## config.mk

```make
export PLATFORM = sky130hd
export DESIGN_NAME = ps2_keycode_flat
export DESIGN_NICKNAME = d
export VERILOG_FILES = /design/src/rtl/ps2_keycode_if.sv /design/src/rtl/ps2_keycode.sv /design/src/flat_wrapper.sv
export SDC_FILE = /design/constraint.sdc
export NUM_CORES = 1
export LEC_CHECK = 0
export ABC_AREA = 1
export CAP_MARGIN = 10
export CORE_MARGIN = 2
export CORE_UTILIZATION = 40
export CTS_BUF_LIST = sky130_fd_sc_hd__clkbuf_16
export DETAILED_ROUTE_END_ITERATION = 8
export PLACE_DENSITY = 0.58
export RECOVER_POWER = 50
export SYNTH_ARGS = -nofsm -noshare
export SYNTH_HDL_FRONTEND = slang
export SYNTH_SLANG_ARGS = --single-unit
```

## constraint.sdc

```tcl
create_clock -name Clk -period 3 [get_ports Clk]
set_clock_uncertainty 0.2 [all_clocks]
set_input_delay 0.6 -clock Clk [delete_from_list [all_inputs] [get_ports Clk]]
set_output_delay 0.6 -clock Clk [all_outputs]
set_load 0.02 [all_outputs]
```

## src/rtl/ps2_keycode_if.sv

```systemverilog
// PS/2 keyboard-side lines plus the decoded key outputs of ps2_keycode.
// The master drives the PS/2 lines; the slave (the decoder) drives the results.
interface ps2_keycode_if;
    logic        ps2_clk;
    logic        ps2_data;
    logic [15:0] keycode;
    logic        key_valid;
    logic        frame_err;

    modport master (
        output ps2_clk,
        output ps2_data,
        input  keycode,
        input  key_valid,
        input  frame_err
    );

    modport slave (
        input  ps2_clk,
        input  ps2_data,
        output keycode,
        output key_valid,
        output frame_err
    );
endinterface

```

## src/rtl/ps2_keycode.sv

```systemverilog
// PS/2 set-2 scan-code receiver that tracks one held key as a HID usage ID.
// Frames are sampled on synchronized ps2_clk falling edges; partial frames time out.
module ps2_keycode #(
    parameter int unsigned TIMEOUT_CYCLES = 50000
) (
    input  logic          Clk,
    input  logic          Reset,
    ps2_keycode_if.slave  bus
);
    localparam int unsigned TW = $clog2(TIMEOUT_CYCLES + 1);
    localparam logic [TW-1:0] TMO_LIMIT = TW'(TIMEOUT_CYCLES);

    typedef enum logic [1:0] {
        IDLE   = 2'd0,
        DATA   = 2'd1,
        PARITY = 2'd2,
        STOP   = 2'd3
    } state_t;

    // Odd parity holds when the data bits plus the parity bit contain an odd number of ones.
    function automatic logic parity_odd(input logic [8:0] bits);
        return ^bits;
    endfunction

    // Returns {hit, usage}; extended codes only match after an E0 prefix.
    function automatic logic [8:0] map_code(input logic ext, input logic [7:0] code);
        logic [8:0] r;
        r = 9'h000;
        if (ext) begin
            case (code)
                8'h75:   r = {1'b1, 8'd82};
                8'h72:   r = {1'b1, 8'd81};
                8'h6B:   r = {1'b1, 8'd80};
                8'h74:   r = {1'b1, 8'd79};
                default: r = 9'h000;
            endcase
        end else begin
            case (code)
                8'h1D:   r = {1'b1, 8'd26};
                8'h1C:   r = {1'b1, 8'd4};
                8'h1B:   r = {1'b1, 8'd22};
                8'h23:   r = {1'b1, 8'd7};
                8'h29:   r = {1'b1, 8'd44};
                8'h5A:   r = {1'b1, 8'd40};
                default: r = 9'h000;
            endcase
        end
        return r;
    endfunction

    logic          clk_meta_q, clk_meta_d, clk_sync_q, clk_sync_d, clk_prev_q, clk_prev_d;
    logic          data_meta_q, data_meta_d, data_sync_q, data_sync_d;
    state_t        state_q, state_d;
    logic [7:0]    shift_q, shift_d;
    logic [2:0]    bit_cnt_q, bit_cnt_d;
    logic          parity_q, parity_d;
    logic [TW-1:0] tmo_q, tmo_d;
    logic          brk_q, brk_d, ext_q, ext_d;
    logic [7:0]    keycode_q, keycode_d;
    logic          key_valid_q, key_valid_d, frame_err_q, frame_err_d;
    logic          fall_s, frame_ok_s;
    logic [8:0]    mapped_s;

    // Next-state logic: synchronizers, frame FSM, timeout, prefix flags and key tracking.
    always_comb begin
        clk_meta_d  = bus.ps2_clk;
        clk_sync_d  = clk_meta_q;
        clk_prev_d  = clk_sync_q;
        data_meta_d = bus.ps2_data;
        data_sync_d = data_meta_q;
        state_d     = state_q;
        shift_d     = shift_q;
        bit_cnt_d   = bit_cnt_q;
        parity_d    = parity_q;
        brk_d       = brk_q;
        ext_d       = ext_q;
        keycode_d   = keycode_q;
        frame_err_d = 1'b0;
        key_valid_d = 1'b0;

        fall_s     = clk_prev_q & ~clk_sync_q;
        frame_ok_s = data_sync_q & parity_odd({parity_q, shift_q});
        mapped_s   = map_code(ext_q, shift_q);

        if (fall_s) begin
            tmo_d = '0;
        end else if (state_q != IDLE) begin
            tmo_d = tmo_q + TW'(1);
        end else begin
            tmo_d = '0;
        end

        // A falling edge in the same cycle as the timeout keeps the frame alive.
        if (!fall_s && (state_q != IDLE) && (tmo_q == TMO_LIMIT)) begin
            state_d = IDLE;
            tmo_d   = '0;
        end else begin
            case (state_q)
                IDLE: begin
                    if (fall_s && !data_sync_q) begin
                        state_d   = DATA;
                        bit_cnt_d = 3'd0;
                    end else begin
                        state_d = IDLE;
                    end
                end
                DATA: begin
                    if (fall_s) begin
                        shift_d = {data_sync_q, shift_q[7:1]};
                        if (bit_cnt_q == 3'd7) begin
                            state_d   = PARITY;
                            bit_cnt_d = 3'd0;
                        end else begin
                            bit_cnt_d = bit_cnt_q + 3'd1;
                        end
                    end else begin
                        state_d = DATA;
                    end
                end
                PARITY: begin
                    if (fall_s) begin
                        parity_d = data_sync_q;
                        state_d  = STOP;
                    end else begin
                        state_d = PARITY;
                    end
                end
                STOP: begin
                    if (fall_s) begin
                        state_d = IDLE;
                        if (!frame_ok_s) begin
                            frame_err_d = 1'b1;
                            brk_d       = 1'b0;
                            ext_d       = 1'b0;
                        end else if (shift_q == 8'hF0) begin
                            brk_d = 1'b1;
                        end else if (shift_q == 8'hE0) begin
                            ext_d = 1'b1;
                        end else begin
                            brk_d = 1'b0;
                            ext_d = 1'b0;
                            if (!mapped_s[8]) begin
                                keycode_d = keycode_q;
                            end else if (!brk_q) begin
                                keycode_d = mapped_s[7:0];
                            end else if (keycode_q == mapped_s[7:0]) begin
                                keycode_d = 8'h00;
                            end else begin
                                keycode_d = keycode_q;
                            end
                        end
                    end else begin
                        state_d = STOP;
                    end
                end
                default: state_d = IDLE;
            endcase
        end

        key_valid_d = (keycode_d != keycode_q);
    end

    // State register; synchronizers reset to the idle-high bus level.
    always_ff @(posedge Clk) begin
        if (Reset) begin
            clk_meta_q  <= 1'b1;
            clk_sync_q  <= 1'b1;
            clk_prev_q  <= 1'b1;
            data_meta_q <= 1'b1;
            data_sync_q <= 1'b1;
            state_q     <= IDLE;
            shift_q     <= 8'h00;
            bit_cnt_q   <= 3'd0;
            parity_q    <= 1'b0;
            tmo_q       <= '0;
            brk_q       <= 1'b0;
            ext_q       <= 1'b0;
            keycode_q   <= 8'h00;
            key_valid_q <= 1'b0;
            frame_err_q <= 1'b0;
        end else begin
            clk_meta_q  <= clk_meta_d;
            clk_sync_q  <= clk_sync_d;
            clk_prev_q  <= clk_prev_d;
            data_meta_q <= data_meta_d;
            data_sync_q <= data_sync_d;
            state_q     <= state_d;
            shift_q     <= shift_d;
            bit_cnt_q   <= bit_cnt_d;
            parity_q    <= parity_d;
            tmo_q       <= tmo_d;
            brk_q       <= brk_d;
            ext_q       <= ext_d;
            keycode_q   <= keycode_d;
            key_valid_q <= key_valid_d;
            frame_err_q <= frame_err_d;
        end
    end

    assign bus.keycode   = {8'h00, keycode_q};
    assign bus.key_valid = key_valid_q;
    assign bus.frame_err = frame_err_q;
endmodule

```

## src/flat_wrapper.sv

```systemverilog
// flat-port wrapper written by rule: the top's interface ports become plain ports
module ps2_keycode_flat 
#(
    parameter int unsigned TIMEOUT_CYCLES = 50000
)
  (Clk, Reset, bus_ps2_clk, bus_ps2_data, bus_keycode, bus_key_valid, bus_frame_err);
  ps2_keycode_if bus_i ();
  input  logic Clk;
  input  logic Reset;
  input wire logic [$bits(bus_i.ps2_clk)-1:0] bus_ps2_clk;
  input wire logic [$bits(bus_i.ps2_data)-1:0] bus_ps2_data;
  output wire logic [$bits(bus_i.keycode)-1:0] bus_keycode;
  output wire logic [$bits(bus_i.key_valid)-1:0] bus_key_valid;
  output wire logic [$bits(bus_i.frame_err)-1:0] bus_frame_err;
  assign bus_i.ps2_clk = bus_ps2_clk;
  assign bus_i.ps2_data = bus_ps2_data;
  assign bus_keycode = bus_i.keycode;
  assign bus_key_valid = bus_i.key_valid;
  assign bus_frame_err = bus_i.frame_err;
  ps2_keycode #(.TIMEOUT_CYCLES(TIMEOUT_CYCLES)) u_core (.Clk(Clk), .Reset(Reset), .bus(bus_i));
endmodule
```

==> key figures <==
Clock tree
  – Clock sink count: 47
  – Post CTS Setup Buffer Count: 0
  – Worst-case clock buffer depth: 2
  – Skew-Pair Late Insertion Delay: 0.29 ns
  – TritonCTS clock tree: yes
  – H-tree Lvls: 2
  – Clk slew on worst S/H paths: 0.06 ns
  – Clock Root Buffer: clkbuf_16
  – Number of buffers created by CTS: 5
  – Post-cts sizing count: 0
  – Cts hold-fix bufs: 0

Final layout
  – Final Instance Count excl. Fillers: 530
  – Fillers: 734
  – Post-route cell area: 0.00318 mm^2
  – Share of layout cells above drive strength 1: 6.45%
  – Final core occ: 46.6%
  – Area grow syn2layout: 11.8%
  – Fin nets: 455
  – # diodes: 0

Synth
  – Area share of the largest cell type after synthesis: 33.1%
  – Synthesized area: 0.00285 mm^2
  – Post-synth EDFFs: 0
  – Synth warnings: 0
  – Post-synth cell types: 35
  – Synth Flop Type: dfxtp_1
  – Synth top area cells: dfxtp_1, nand2_1, inv_1
  – Mux share of post-synthesis cell area: 0%
  – Leading area contributor after synthesis: dfxtp_1
  – Sequential share of the synthesized area: 33.1%
  – Main combinational cell family by area after synthesis: simple AND/OR/NAND/NOR gates
  – Compound-Gate Fraction of Synth Area: 9.93%
  – Post-synthesis adder-cell area fraction: 7.91%
  – Synth Instances: 419
  – Synth async-reset ratio: 0%
  – Post-Synth XOR/XNOR Area: 1.23%
  – Post-Synth Simple-Gate Area: 35.9%
  – Avg Cell Area, Syn: 6.79 um^2
  – Seq cells post-synth: 47

Setup path
  – CP most frequent cell: nand2_1
  – Instance count on the critical path: 17
  – R2R cell count: 17
  – Critical path data required time: 2.95 ns
  – Startpoint types: flip-flop
  – Critical path, cell by cell: inv_1 -> ha_1 -> xor2_1 -> nand2_1 -> nand2_1 -> nand2_1 -> nand2_1 -> nor2_2 -> inv_2 -> nor2_8 -> nand4_1 -> nand2_1 -> nand2_1 -> nand2_1 -> nand3_1 -> nor2_1 -> nor2_1
  – Setup crit start: u_core.shift_q[3]
  – Worst Path Buf+Inv: 2
  – Reg2reg start: u_core.shift_q[3]
  – CP max stage cell: dfxtp_1
  – Maximum fanout along the worst path: 9
  – CP top delay family: simple AND/OR/NAND/NOR gates
  – Kind of critical path: reg2reg
  – WP data arrival: 2.55 ns
  – Kind of end point of the critical path: flip-flop
  – Max incr delay on CP: 0.38 ns
  – R2R setup slack: 0.39 ns

Pwr
  – Total power of the final layout: 1.20 mW
  – Net switching power: 257 uW
  – Clock power frac: 44.6%
  – Sw frac: 21.4%
  – Sequential fraction of design power: 52.5%
  – Max IR drop VDD: 0.227 mV
  – Internal: 941 uW
  – Pwr Density: 377 mW/mm^2
  – Comb power frac: 2.9%
  – Lkg Pwr: 1.40 nW

Drt
  – Avg Vias per Cell: 4.82
  – Routed via count: 2556
  – Final ANT Viol Nets: 0
  – Wirelength per Cell: 11.1 um
  – Total iterations of the first detailed-routing run: 4
  – Drt drc: 0
  – Routed wire length: 5.88 mm
  – Initial DRC count: 104

Placement
  – Pre-CTS WS: 0.443 ns
  – Dpl cells: 522
  – GP Congestion: 0.862
  – Post-DP HPWL: 4.54 mm
  – PortBufs: 13
  – DP Area: 0.00304 mm^2

STA
  – Total negative slack: 0 ns
  – Count of final hold-check violations: 0
  – Minimum hold slack: 0.211 ns
  – Worst-margin pin slew: 0.728 ns
  – Tcrit/Tclk final: 86.9%
  – Maximum clock rate: 384 MHz
  – RSZ-0062 raised after global routing: false
  – Final Max Slew Viols: 0
  – Minimum clock period: 2.61 ns
  – Final setup fails: 0
  – Slew HR: 51.5%
  – Final worst setup slack: 0.393 ns

GRT
  – Vias in the first global route: 2449
  – Initial antenna violation count: 0
  – Largest net degree at the start of global routing: 20
  – Grt ovf: 0
  – First-pass GRT wire length: 10.6 mm
  – GRT Overall Usage: 17.2%

Worst hold path
  – Hold path depth: 1
  – Worst Min Path Start: u_core.data_meta_q
  – Min-Delay Path Class: reg2reg

Floorplan
  – Core footprint: 0.00683 mm^2
  – Die height: 88.4 um
  – Rows: 30
  – Ports: 22
  – Die area: 0.00781 mm^2
  – Die X: 88.4 um
  – Initial Utilization: 41.7%

Run
  – Maxcap violations: 0

Outcome
  – Status: completed
-- worst register-to-register path: cells and delay by family (launching register included) --
kind	cells	cell delay, ns
AND/OR/NAND/NOR	13	1.22
flip-flops	1	0.38
adder cells (fa/ha/maj)	1	0.32
buffers and inverters	2	0.19
XOR/XNOR	1	0.17
-- final timing paths --
check,endpoint
worst max-delay path,u_core.bus.key_valid
worst min-delay path,u_core.data_sync_q
worst max register to register,u_core.bus.key_valid
worst min register to register,u_core.data_sync_q
-- power groups by stage --
| stage | clock, mW | combinational [mW] | sequential, mW |
|---|---|---|---|
| 3_5_place_dp | 0 | 0.0350 | 0.644 |
| 3_3_place_gp | 0 | 0.0346 | 0.643 |
| 2_1_floorplan | 0 | 0.0339 | 0.643 |
| 5_1_grt | 0.580 | 0.0390 | 0.629 |
| 6_report | 0.534 | 0.0343 | 0.629 |
| 4_1_cts | 0.557 | 0.0351 | 0.629 |
-- cells in the final DEF (no fill, tap or decap), types with 2 or more instances in the layout --
cell type	n
conb_1	8
clkbuf_16	5
nor3b_1	3
dlygate4sd3_1	4
ha_1	18
o21ai_2	2
nand4_1	12
clkdlybuf4s50_1	9
o21ai_0	19
dfxtp_1	47
nand3b_1	4
nor2_1	48
inv_2	2
nor4_1	4
nor2_2	5
nand3_2	3
or2_2	5
inv_1	66
nand2_1	81
xor2_1	3
nand3_1	37
a21oi_1	25
nor3_1	7
a21boi_0	2
-- logic make-up (layout without fill, tap and decap cells) --
kind of cell | Yosys count | after routing
buffers and inverters | 81 | 89
other | 1 | 8
AOI/OAI and AO/OA | 52 | 52
xor gates and xnor gates | 4 | 4
and+or+nand+nor | 216 | 216
DFF | 47 | 47
adders and majority gates | 18 | 18
-- state kept, by name, summed over array words and instances, names as in the netlist --
name	flops
u_core.ext_q	1
u_core.clk_meta_q	1
u_core.clk_prev_q	1
u_core.state_q	2
u_core.data_meta_q	1
u_core.bus.key_valid	1
u_core.bus.frame_err	1
u_core.bit_cnt_q	3
u_core.clk_prev_d	1
u_core.data_sync_q	1
u_core.brk_q	1
u_core.keycode_q	8
u_core.tmo_q	16
u_core.parity_q	1
u_core.shift_q	8
-- routing by layer --
| layer | GRT usage [%] | share of wire [%] |
|---|---|---|
| met3 | 3.92 | 3.5 |
| met2 | 29.7 | 48 |
| met5 | 0 | 0 |
| met1 | 21.0 | 47 |
| met4 | 5.79 | 1.7 |
-- Yosys cell counts, types with 5 or more instances --
| cell | instances |
|---|---|
| nand2_1 | 81 |
| inv_1 | 65 |
| nor2_1 | 48 |
| dfxtp_1 | 47 |
| nand3_1 | 37 |
| a21oi_1 | 25 |
| o21ai_0 | 19 |
| ha_1 | 18 |
| nand4_1 | 12 |
| buf_4 | 9 |
| nor3_1 | 7 |
| clkbuf_1 | 5 |
| nor2_2 | 5 |
| or2_2 | 5 |
-- layout make-up --
| type | instances | area, um^2 | area share, % |
|---|---|---|---|
| clock buffers | 5 | 125 | 3.93 |
| clock inverters | 3 | 16.3 | 0.511 |
| flip-flops and latches | 47 | 941 | 29.6 |
| repair buffers | 14 | 134 | 4.21 |
| multi-input cells | 298 | 1590 | 50.1 |
| well taps | 96 | 120 | 3.78 |
| inverters | 67 | 251 | 7.90 |
Note: power is estimated with default switching activity, not from simulation.
